File: src/rtl/vcache_dma_channel_mux.sv
// ============================================================================
// Module   : vcache_dma_channel_mux
// Brief    : Funnels vcache DMA ports onto DRAM channels with per-channel
//            round-robin packet arbitration, write-data locking and an in-order
//            read-tag FIFO. Optional macro VCACHE_DMA_CHANNEL_MUX_PERF_EN adds
//            per-channel saturating stall counters (stall_count_o).
// Revision : 1.0 - initial release
// ============================================================================
`default_nettype none

module vcache_dma_channel_mux #(
    parameter int num_vcaches_p                = 16,
    parameter int num_channels_p               = 4,
    parameter int map_mode_p                   = 0,
    parameter int vcache_addr_width_p          = 28,
    parameter int vcache_block_size_in_words_p = 8,
    parameter int vcache_word_width_p          = 32,
    parameter int vcache_dma_data_width_p      = 32,
    parameter int max_out_reads_p              = 4,
    localparam int pkt_width_lp                = vcache_addr_width_p + 1
) (
    input  logic                                                    clk_i,
    input  logic                                                    reset_n_i,
    input  logic [num_vcaches_p-1:0][pkt_width_lp-1:0]              dma_pkt_i,
    input  logic [num_vcaches_p-1:0]                                dma_pkt_v_i,
    output logic [num_vcaches_p-1:0]                                dma_pkt_yumi_o,
    output logic [num_vcaches_p-1:0][vcache_dma_data_width_p-1:0]   dma_data_o,
    output logic [num_vcaches_p-1:0]                                dma_data_v_o,
    input  logic [num_vcaches_p-1:0]                                dma_data_ready_i,
    input  logic [num_vcaches_p-1:0][vcache_dma_data_width_p-1:0]   dma_data_i,
    input  logic [num_vcaches_p-1:0]                                dma_data_v_i,
    output logic [num_vcaches_p-1:0]                                dma_data_yumi_o,
    output logic [num_channels_p-1:0][pkt_width_lp-1:0]             ch_pkt_o,
    output logic [num_channels_p-1:0]                               ch_pkt_v_o,
    input  logic [num_channels_p-1:0]                               ch_pkt_yumi_i,
    output logic [num_channels_p-1:0][vcache_dma_data_width_p-1:0]  ch_wdata_o,
    output logic [num_channels_p-1:0]                               ch_wdata_v_o,
    input  logic [num_channels_p-1:0]                               ch_wdata_yumi_i,
    input  logic [num_channels_p-1:0][vcache_dma_data_width_p-1:0]  ch_rdata_i,
    input  logic [num_channels_p-1:0]                               ch_rdata_v_i,
    output logic [num_channels_p-1:0]                               ch_rdata_ready_o
`ifdef VCACHE_DMA_CHANNEL_MUX_PERF_EN
    ,
    output logic [num_channels_p-1:0][31:0]                         stall_count_o
`endif
);

    localparam int beats_lp = vcache_block_size_in_words_p * vcache_word_width_p
                              / vcache_dma_data_width_p;
    localparam int vpc_lp   = num_vcaches_p / num_channels_p;
    localparam int LW       = (vpc_lp > 1) ? $clog2(vpc_lp) : 1;
    localparam int BW       = (beats_lp > 1) ? $clog2(beats_lp) : 1;
    localparam int PW       = (max_out_reads_p > 1) ? $clog2(max_out_reads_p) : 1;
    localparam int CW       = $clog2(max_out_reads_p + 1);
    localparam int WNR      = pkt_width_lp - 1;
    localparam int DW       = vcache_dma_data_width_p;

    for (genvar c = 0; c < num_channels_p; c++) begin : g_ch
        logic [vpc_lp-1:0][pkt_width_lp-1:0] w_lpkt;
        logic [vpc_lp-1:0][DW-1:0]           w_ldata;
        logic [vpc_lp-1:0]                   w_lpv;
        logic [vpc_lp-1:0]                   w_ldv;
        logic [vpc_lp-1:0]                   w_lrdy;
        logic [vpc_lp-1:0]                   w_elig;

        logic [LW-1:0]  r_rr;
        logic [LW-1:0]  r_owner;
        logic           r_lock;
        logic [BW-1:0]  r_wcnt;
        logic [BW-1:0]  r_rcnt;
        logic [max_out_reads_p-1:0][LW-1:0] r_tags;
        logic [PW-1:0]  r_rd;
        logic [PW-1:0]  r_wr;
        logic [CW-1:0]  r_cnt;

        logic [2*vpc_lp-1:0] w_dbl;
        logic [vpc_lp-1:0]   w_rot;
        logic [LW-1:0]       w_off;
        logic [LW:0]         w_sum;
        logic [LW-1:0]       w_win;
        logic [LW-1:0]       w_win_nxt;
        logic                w_win_v;
        logic [LW-1:0]       w_head;
        logic                w_full;
        logic                w_empty;
        logic                w_accept;
        logic                w_accept_wr;
        logic                w_push;
        logic                w_pop;
        logic                w_rfire;
        logic                w_wfire;

        // Local lane l maps to global vcache V according to the mapping mode.
        for (genvar l = 0; l < vpc_lp; l++) begin : g_lane
            localparam int V = (map_mode_p == 0) ? (c * vpc_lp + l)
                                                 : (l * num_channels_p + c);
            assign w_lpkt[l]  = dma_pkt_i[V];
            assign w_lpv[l]   = dma_pkt_v_i[V];
            assign w_ldata[l] = dma_data_i[V];
            assign w_ldv[l]   = dma_data_v_i[V];
            assign w_lrdy[l]  = dma_data_ready_i[V];
            assign w_elig[l]  = reset_n_i & w_lpv[l] & ~r_lock
                                & (w_lpkt[l][WNR] | ~w_full);

            assign dma_pkt_yumi_o[V]  = w_win_v & (w_win == LW'(l)) & ch_pkt_yumi_i[c];
            assign dma_data_o[V]      = ch_rdata_i[c];
            assign dma_data_v_o[V]    = ~w_empty & (w_head == LW'(l)) & ch_rdata_v_i[c];
            assign dma_data_yumi_o[V] = r_lock & (r_owner == LW'(l)) & ch_wdata_yumi_i[c];
        end

        // Rotate so bit 0 is the rr pointer, pick the lowest set bit, rotate back.
        always_comb begin
            w_dbl   = {w_elig, w_elig} >> r_rr;
            w_rot   = w_dbl[vpc_lp-1:0];
            w_win_v = |w_rot;
            w_off   = '0;
            for (int i = vpc_lp - 1; i >= 0; i--) begin
                if (w_rot[i]) begin
                    w_off = LW'(i);
                end
            end
            w_sum = {1'b0, r_rr} + {1'b0, w_off};
            if (w_sum >= (LW + 1)'(vpc_lp)) begin
                w_sum = w_sum - (LW + 1)'(vpc_lp);
            end
            w_win = w_sum[LW-1:0];
        end

        assign w_win_nxt   = (w_win == LW'(vpc_lp - 1)) ? '0 : w_win + 1'b1;
        assign w_full      = (r_cnt == CW'(max_out_reads_p));
        assign w_empty     = (r_cnt == '0);
        assign w_head      = r_tags[r_rd];
        assign w_accept    = w_win_v & ch_pkt_yumi_i[c];
        assign w_accept_wr = w_accept & w_lpkt[w_win][WNR];
        assign w_push      = w_accept & ~w_lpkt[w_win][WNR];
        assign w_rfire     = ~w_empty & ch_rdata_v_i[c] & w_lrdy[w_head];
        assign w_pop       = w_rfire & (r_rcnt == BW'(beats_lp - 1));
        assign w_wfire     = r_lock & ch_wdata_yumi_i[c];

        assign ch_pkt_v_o[c]       = w_win_v;
        assign ch_pkt_o[c]         = w_lpkt[w_win];
        assign ch_wdata_o[c]       = w_ldata[r_owner];
        assign ch_wdata_v_o[c]     = r_lock & w_ldv[r_owner];
        assign ch_rdata_ready_o[c] = ~w_empty & w_lrdy[w_head];

        always_ff @(posedge clk_i or negedge reset_n_i) begin
            if (!reset_n_i) begin
                r_rr    <= '0;
                r_owner <= '0;
                r_lock  <= 1'b0;
                r_wcnt  <= '0;
                r_rcnt  <= '0;
                r_tags  <= '0;
                r_rd    <= '0;
                r_wr    <= '0;
                r_cnt   <= '0;
            end else begin
                if (w_accept) begin
                    r_rr <= w_win_nxt;
                end

                if (w_accept_wr) begin
                    r_lock  <= 1'b1;
                    r_owner <= w_win;
                    r_wcnt  <= '0;
                end else if (w_wfire) begin
                    if (r_wcnt == BW'(beats_lp - 1)) begin
                        r_lock <= 1'b0;
                        r_wcnt <= '0;
                    end else begin
                        r_wcnt <= r_wcnt + 1'b1;
                    end
                end

                if (w_push) begin
                    r_tags[r_wr] <= w_win;
                    r_wr <= (r_wr == PW'(max_out_reads_p - 1)) ? '0 : r_wr + 1'b1;
                end

                if (w_rfire) begin
                    r_rcnt <= w_pop ? '0 : r_rcnt + 1'b1;
                end
                if (w_pop) begin
                    r_rd <= (r_rd == PW'(max_out_reads_p - 1)) ? '0 : r_rd + 1'b1;
                end

                case ({w_push, w_pop})
                    2'b10:   r_cnt <= r_cnt + 1'b1;
                    2'b01:   r_cnt <= r_cnt - 1'b1;
                    default: r_cnt <= r_cnt;
                endcase
            end
        end

`ifdef VCACHE_DMA_CHANNEL_MUX_PERF_EN
        logic [31:0] r_stall;
        logic        w_stall;

        // A valid request that is not eligible can only be held off by the lock or a full FIFO.
        assign w_stall = (w_win_v & ~ch_pkt_yumi_i[c]) | (|(w_lpv & ~w_elig));

        always_ff @(posedge clk_i or negedge reset_n_i) begin
            if (!reset_n_i) begin
                r_stall <= '0;
            end else if (w_stall && (r_stall != 32'hFFFF_FFFF)) begin
                r_stall <= r_stall + 32'd1;
            end
        end

        assign stall_count_o[c] = r_stall;
`endif
    end

endmodule

`default_nettype wire

File: config.mk
export PLATFORM = sky130hd
export DESIGN_NAME = vcache_dma_channel_mux
export DESIGN_NICKNAME = d
export VERILOG_FILES = /design/src/rtl/vcache_dma_channel_mux.sv
export SDC_FILE = /design/constraint.sdc
export NUM_CORES = 1
export LEC_CHECK = 0
export ABC_AREA = 1
export CAP_MARGIN = 20
export CORE_AREA = 2 2 761 763
export CTS_CLUSTER_DIAMETER = 50
export DETAILED_ROUTE_END_ITERATION = 6
export DIE_AREA = 0 0 763 765
export GPL_TIMING_DRIVEN = 0
export PLACE_DENSITY_LB_ADDON = 0.08
export REMOVE_ABC_BUFFERS = 1
export SETUP_SLACK_MARGIN = 0.05
export SYNTH_ARGS = -nofsm -noshare
export SYNTH_HDL_FRONTEND = slang
export SYNTH_SLANG_ARGS = --single-unit
File: constraint.sdc
create_clock -name clk_i -period 6.3 [get_ports clk_i]
set_clock_uncertainty 0.15 [all_clocks]
set_input_delay 0.945 -clock clk_i [delete_from_list [all_inputs] [get_ports clk_i]]
set_output_delay 0.945 -clock clk_i [all_outputs]
set_load 0.02 [all_outputs]
* Word-level counts from Yosys, hierarchy flattened
Cells that the tools add are included.
W data, S select, Z words.
** Cells by class
- Add/subtract/negate cells :: 36
- Muxes and demuxes :: 116
- Shift operators :: 4
- Equality and inequality tests :: 64
- Bitwise logic cells :: 212
- Reductions and logical operators :: 40
- $lt $le $gt $ge :: 28
** Operators by type and width (count)
- $bmux W32 S2 :: 4
- $bmux W29 S2 :: 4
- $and A1 B1 Y1 :: 180
- $mux W32 :: 4
- $mux W29 :: 4
- $mux W2 :: 40
- $eq A2 B2 Y1 const B :: 36
- $lt A2 B3 Y1 const B :: 20
- $mux W3 :: 16
- $add A3 B1 Y3 const B :: 12
- $eq A3 B3 Y1 const B :: 12
- $bwmux W8 :: 4
- $eq A2 B1 Y1 const B :: 16
- $shr A8 B2 Y4 :: 4
- $add A2 B1 Y2 const B :: 12
- $logic_not A2 Y1 :: 12
- $pmux W3 S2 :: 4
- $reduce_bool A2 Y1 :: 12
- $mux W1 :: 20
- $bmux W1 S2 :: 8
- $bmux W2 S2 :: 4
- $demux W2 S2 :: 4
- $not A1 Y1 :: 16
- $or A1 B1 Y1 :: 16
- other kinds (9) :: 36
** Storage, ports and cells
- Output and inout bits :: 816
- Input port bits :: 1166
- Flip-flop bits (word level) :: 104

* Depth between registers and ports, before layout
- Depth in word-level cells :: 18
- Gate-level depth with buffers :: 25
- Gate-level depth less buffers :: 22

* Worst setup path before layout
No wires, ideal clock.
- Kind :: input port to output port
- From :: input reset_n_i
- To :: output ch_pkt_o[59] (netlist name)
- Required time :: 5205 ps
- Path slack :: 1686 ps
- Buffers on the path :: 4
- Arrival :: 3519 ps
- Stages :: 15
- Cells stage by stage :: buf_6 buf_8 nand2_1 nor2_1 nand3_1 nand2_1 o21ai_1 inv_1 a21oi_1 nor2_1 ha_1 clkbuf_1 clkbuf_1 mux2i_1 o21ai_0
** RTL lines
- from (decl) :: RTL line 23 : input logic reset_n_i,
- to (decl) :: RTL line 33 : output logic [num_channels_p-1:0][pkt_width_lp-1:0] ch_pkt_o,

==> flow_summary_export.csv <==
group,metric,value,unit
outcome,status,"finished clean",
timing,final.setup.tns,0,ns
yosys,synth_edf_count,0,
yosys,yosysUniqueCellTypes,38,
yosys,synth_top_area_cell,"buf_4",
timing,fin_crit_sh,95.55,%
power_and_ir_drop,pwr-share-comb,89.7,%
setup_path,critPathMostFrequentCell,"nand3_1",
yosys,synth_top_area_share,21.75,%
drt,wl_per_cell,31.01,µm
global_route,grt_pass1_wl,399400,µm
setup_path,crit_family,"buffers and inverters",
timing,finalSetupViolCount,0,
setup_path,end_kind,"output port",
run,drv_cap,0,
setup_path,crit_chain,"clkdlybuf4s50_1, inv_1, nand3_1, nand3_1, nand3_1, o21ai_1, inv_1, a21oi_1, nor2_1, ha_4, xor2_1, inv_1, nand3_1, nand2_8, o21ai_0, clkdlybuf4s50_1",
timing,fin_crit,6.020,ns
timing,relSlewSlack,19.18,%
drt,wirelength,342800,µm
power_and_ir_drop,p_clk_share,3.7,%
setup_path,max_stage_delay,1.20,ns
timing,finalHoldWorstSlack,0.1365,ns
yosys,ys_seq_area_share,14.36,%
placement,hpwl,302100,µm
layout,final_net_count,4650,
clock_network,clock_path_buffers,3,
yosys,synthArstFlopShare,100.0,%
placement,pre_cts_ws,-0.7008,ns
yosys,synth-main-ff-cell,"dfrtp_1",
global_route,grt_max_degree,62,
setup_path,required,5.20,ns
setup_path,path_max_fanout,23,
floorplan,coreArea,0.5756,mm²
setup_path,worst-path-buf-inv,5,
yosys,yosys.area_share.xor_xnor,0.5800,%
clock_network,cts_buffers,13,
clock_network,cts.clk_slew.worst_paths,0.11,ns
setup_path,arrival,4.92,ns
yosys,synth_top_family_by_area,"simple AND/OR/NAND/NOR gates",
setup_path,ff2ff_path_depth,22,
drt,drt_iter0_drc,1518,
clock_network,clock_latency,0.54,ns
timing,max_freq,166.1,MHz
floorplan,rows,279,
timing,rsz0062_at_grt,"true",
yosys,yosysMostFrequentCell,"buf_4",
yosys,yosys_register_bits,104,
drt,postRouteAntennaNets,0,
setup_path,cp.depth,16,
global_route,grt_pass1_vias,24550,
power_and_ir_drop,irDropWorstVdd,429.6,µV
yosys,synth.mux.area_fraction,6.187,%
drt,num_vias,24500,
floorplan,die_h,765,µm
clock_network,cts.sinks,104,
setup_path,critical_path_class,"primary input to output port",
yosys,synth_area,0.01812,mm²
power_and_ir_drop,p_per_area,613.1,mW/mm²
clock_network,htree_levels,3,
floorplan,die-area,0.5837,mm²
power_and_ir_drop,intPower,8.242,mW
setup_path,cp-start-kind,"primary input",
yosys,synthTopCellsByCount,"525 x buf_4, 489 x nand3_1, 327 x nand2_1",
clock_network,cts_root_buffer,"clkbuf_16",
setup_path,critical_path.slowest_cell,"clkdlybuf4s50_1",
power_and_ir_drop,leakage,12.23,nW
global_route,gr-total-overflow,0,
layout,drive_gt1_share,8.095,%
clock_network,hold_buffers,0,
yosys,synth.area.top_cells,"buf_4 22%, dfrtp_1 14%, nand3_1 14%",
power_and_ir_drop,power.switching,15.22,mW
floorplan,ioPinCount,1982,
placement,gp_congestion,0.8655,
global_route,antenna_found_initial,200,
timing,timing.final.ws_setup,0.2802,ns
drt,avgViaCountPerCell,2.217,
floorplan,initial_core_util,3.148,%
drt,drc,0,
yosys,synthSimpleGateAreaFrac,30.08,%
yosys,synth_compound_gate_area_share,15.72,%
floorplan,die_x,763,µm
placement,io_buffers,1341,
power_and_ir_drop,seqPwrFrac,6.5,%
timing,finalMaxSlewViolations,0,
yosys,synthAdderAreaFrac,4.585,%
global_route,grtUsageTotal,11.23,%
min_path,hp-class,"primary input to asynchronous set/reset pin",
layout,syn_to_final_growth,111.2,%
power_and_ir_drop,netSwitchingFraction,64.87,%
clock_network,cts_tree,"done",
drt,firstDrtPassIters,5,
yosys,synth_cells,2686,
timing,timing_hold_violations_final,0,
yosys,synth.avg_cell_area,6.746,µm²
yosys,ys_warn_count,0,
timing,worst_slew_pin_slew,1.212,ns
-- power by group through the flow --
stage               Combinational [mW]  Clock (mW)  Sequential (mW)
floorplan                         8.14           0             1.42
global placement                  20.2           0             2.08
detailed placement                21.9           0             1.58
CTS                               22.2       0.975             1.57
global route                      22.7       0.973             1.61
finish                            21.1       0.879             1.53
-- registers in the layout, summed over array words and instances, names as in the netlist, 8 cells and up --
register and flops:
g_ch.r_tags 32, g_ch.r_rcnt 12, g_ch.r_wr 8, g_ch.r_owner 8, g_ch.r_rr 8, g_ch.r_wcnt 12
g_ch.r_rd 8, g_ch.r_cnt 12
-- worst paths after layout --
| check | from | endpoint | slack, ns |
|---|---|---|---|
| min in group clk_i | g_ch[1].r_tags[1] | g_ch[1].r_tags[1] | 0.34 |
| worst min register to register | g_ch[1].r_tags[1] | g_ch[1].r_tags[1] | 0.34 |
| worst max register to register | g_ch[1].r_lock | g_ch[1].r_cnt[2] | 1.87 |
| worst max-delay path | dma_pkt_i[289] | ch_pkt_o[80] | 0.28 |
| worst min-delay path | reset_n_i | g_ch[1].r_wcnt[1] | 0.14 |
| max in group asynchronous | reset_n_i | g_ch[3].r_owner[1] | 5.18 |
-- area by class of cell --
| cell class | count | area (µm²) |
|---|---|---|
| Fill cell | 67680 | 537400 |
| Timing Repair Buffer | 1394 | 14500 |
| Multi-Input combinational cell | 1762 | 10580 |
| Tap cell | 7587 | 9493 |
| Sequential cell | 104 | 2631 |
| Inverter | 145 | 558.0 |
| Clock buffer | 15 | 352.8 |
| Antenna cell | 43 | 107.6 |
| Clock inverter | 2 | 38.79 |
-- through the flow --
step / cells / util (%) / cell area [µm²] / power [mW]
after floorplan: 2009 / - / 13500 / 9.565
after global placement: 10940 / 6.326 / 36420 / 22.25
after detailed placement: 10990 / 6.540 / 37650 / 23.53
after CTS: 11010 / 6.622 / 38120 / 24.70
after global routing: 11010 / 6.629 / 38160 / 25.29
final: 11050 / 6.648 / 38270 / 23.46
-- kinds of logic (layout without fill, tap and decap cells) --
group           count (synthesis)  in the layout
compound gates                441            441
flops                         104            104
other cells                     0             43
simple gates                 1131           1133
fa+ha+maj                      64             64
buf+inv                       822           1556
xor+xnor                       12             12
mux                           112            112
-- layer usage --
layer | up-vias | wire (µm) | global-route usage, %
met5 | - | 3259 | 3.848
met3 | 424 | 53290 | 8.311
li1 | 10270 | - | -
met1 | 11420 | 135000 | 12.48
met4 | 106 | 4889 | 1.437
met2 | 2276 | 146300 | 17.18
-- repair_timing --
action | in CTS | in global routing
setup endpoints to repair | 87 | 63
resized for setup | 36 | 42
cloned | 2 | 1
buffers inserted | 4 | 0
pin swaps | 4 | 0
-- cell usage in the layout, fill, tap and decap left out, drive strengths merged, types with 3 or more instances in the layout --
| master | netlist | layout |
|---|---|---|
| clkdlybuf4s50 | 0 | 1311 |
| nand3 | 491 | 491 |
| nand2 | 352 | 354 |
| o21ai | 172 | 172 |
| inv | 141 | 141 |
| a22oi | 132 | 132 |
| mux2i | 112 | 112 |
| or2 | 112 | 112 |
| o211ai | 112 | 112 |
| dfrtp | 104 | 104 |
| nor2 | 99 | 99 |
| ha | 60 | 60 |
| buf | 556 | 53 |
| nand4 | 48 | 48 |
| diode | 0 | 43 |
| nor3 | 28 | 28 |
| clkbuf | 121 | 27 |
| a21oi | 16 | 16 |
| dlygate4sd2 | 0 | 12 |
| xor2 | 8 | 8 |
| dlymetal6s2s | 0 | 6 |
| clkinv | 4 | 5 |
| a31oi | 4 | 4 |
| xnor2 | 4 | 4 |
| fa | 4 | 4 |
| a32oi | 3 | 3 |
Note: power is estimated with default switching activity, not from simulation.
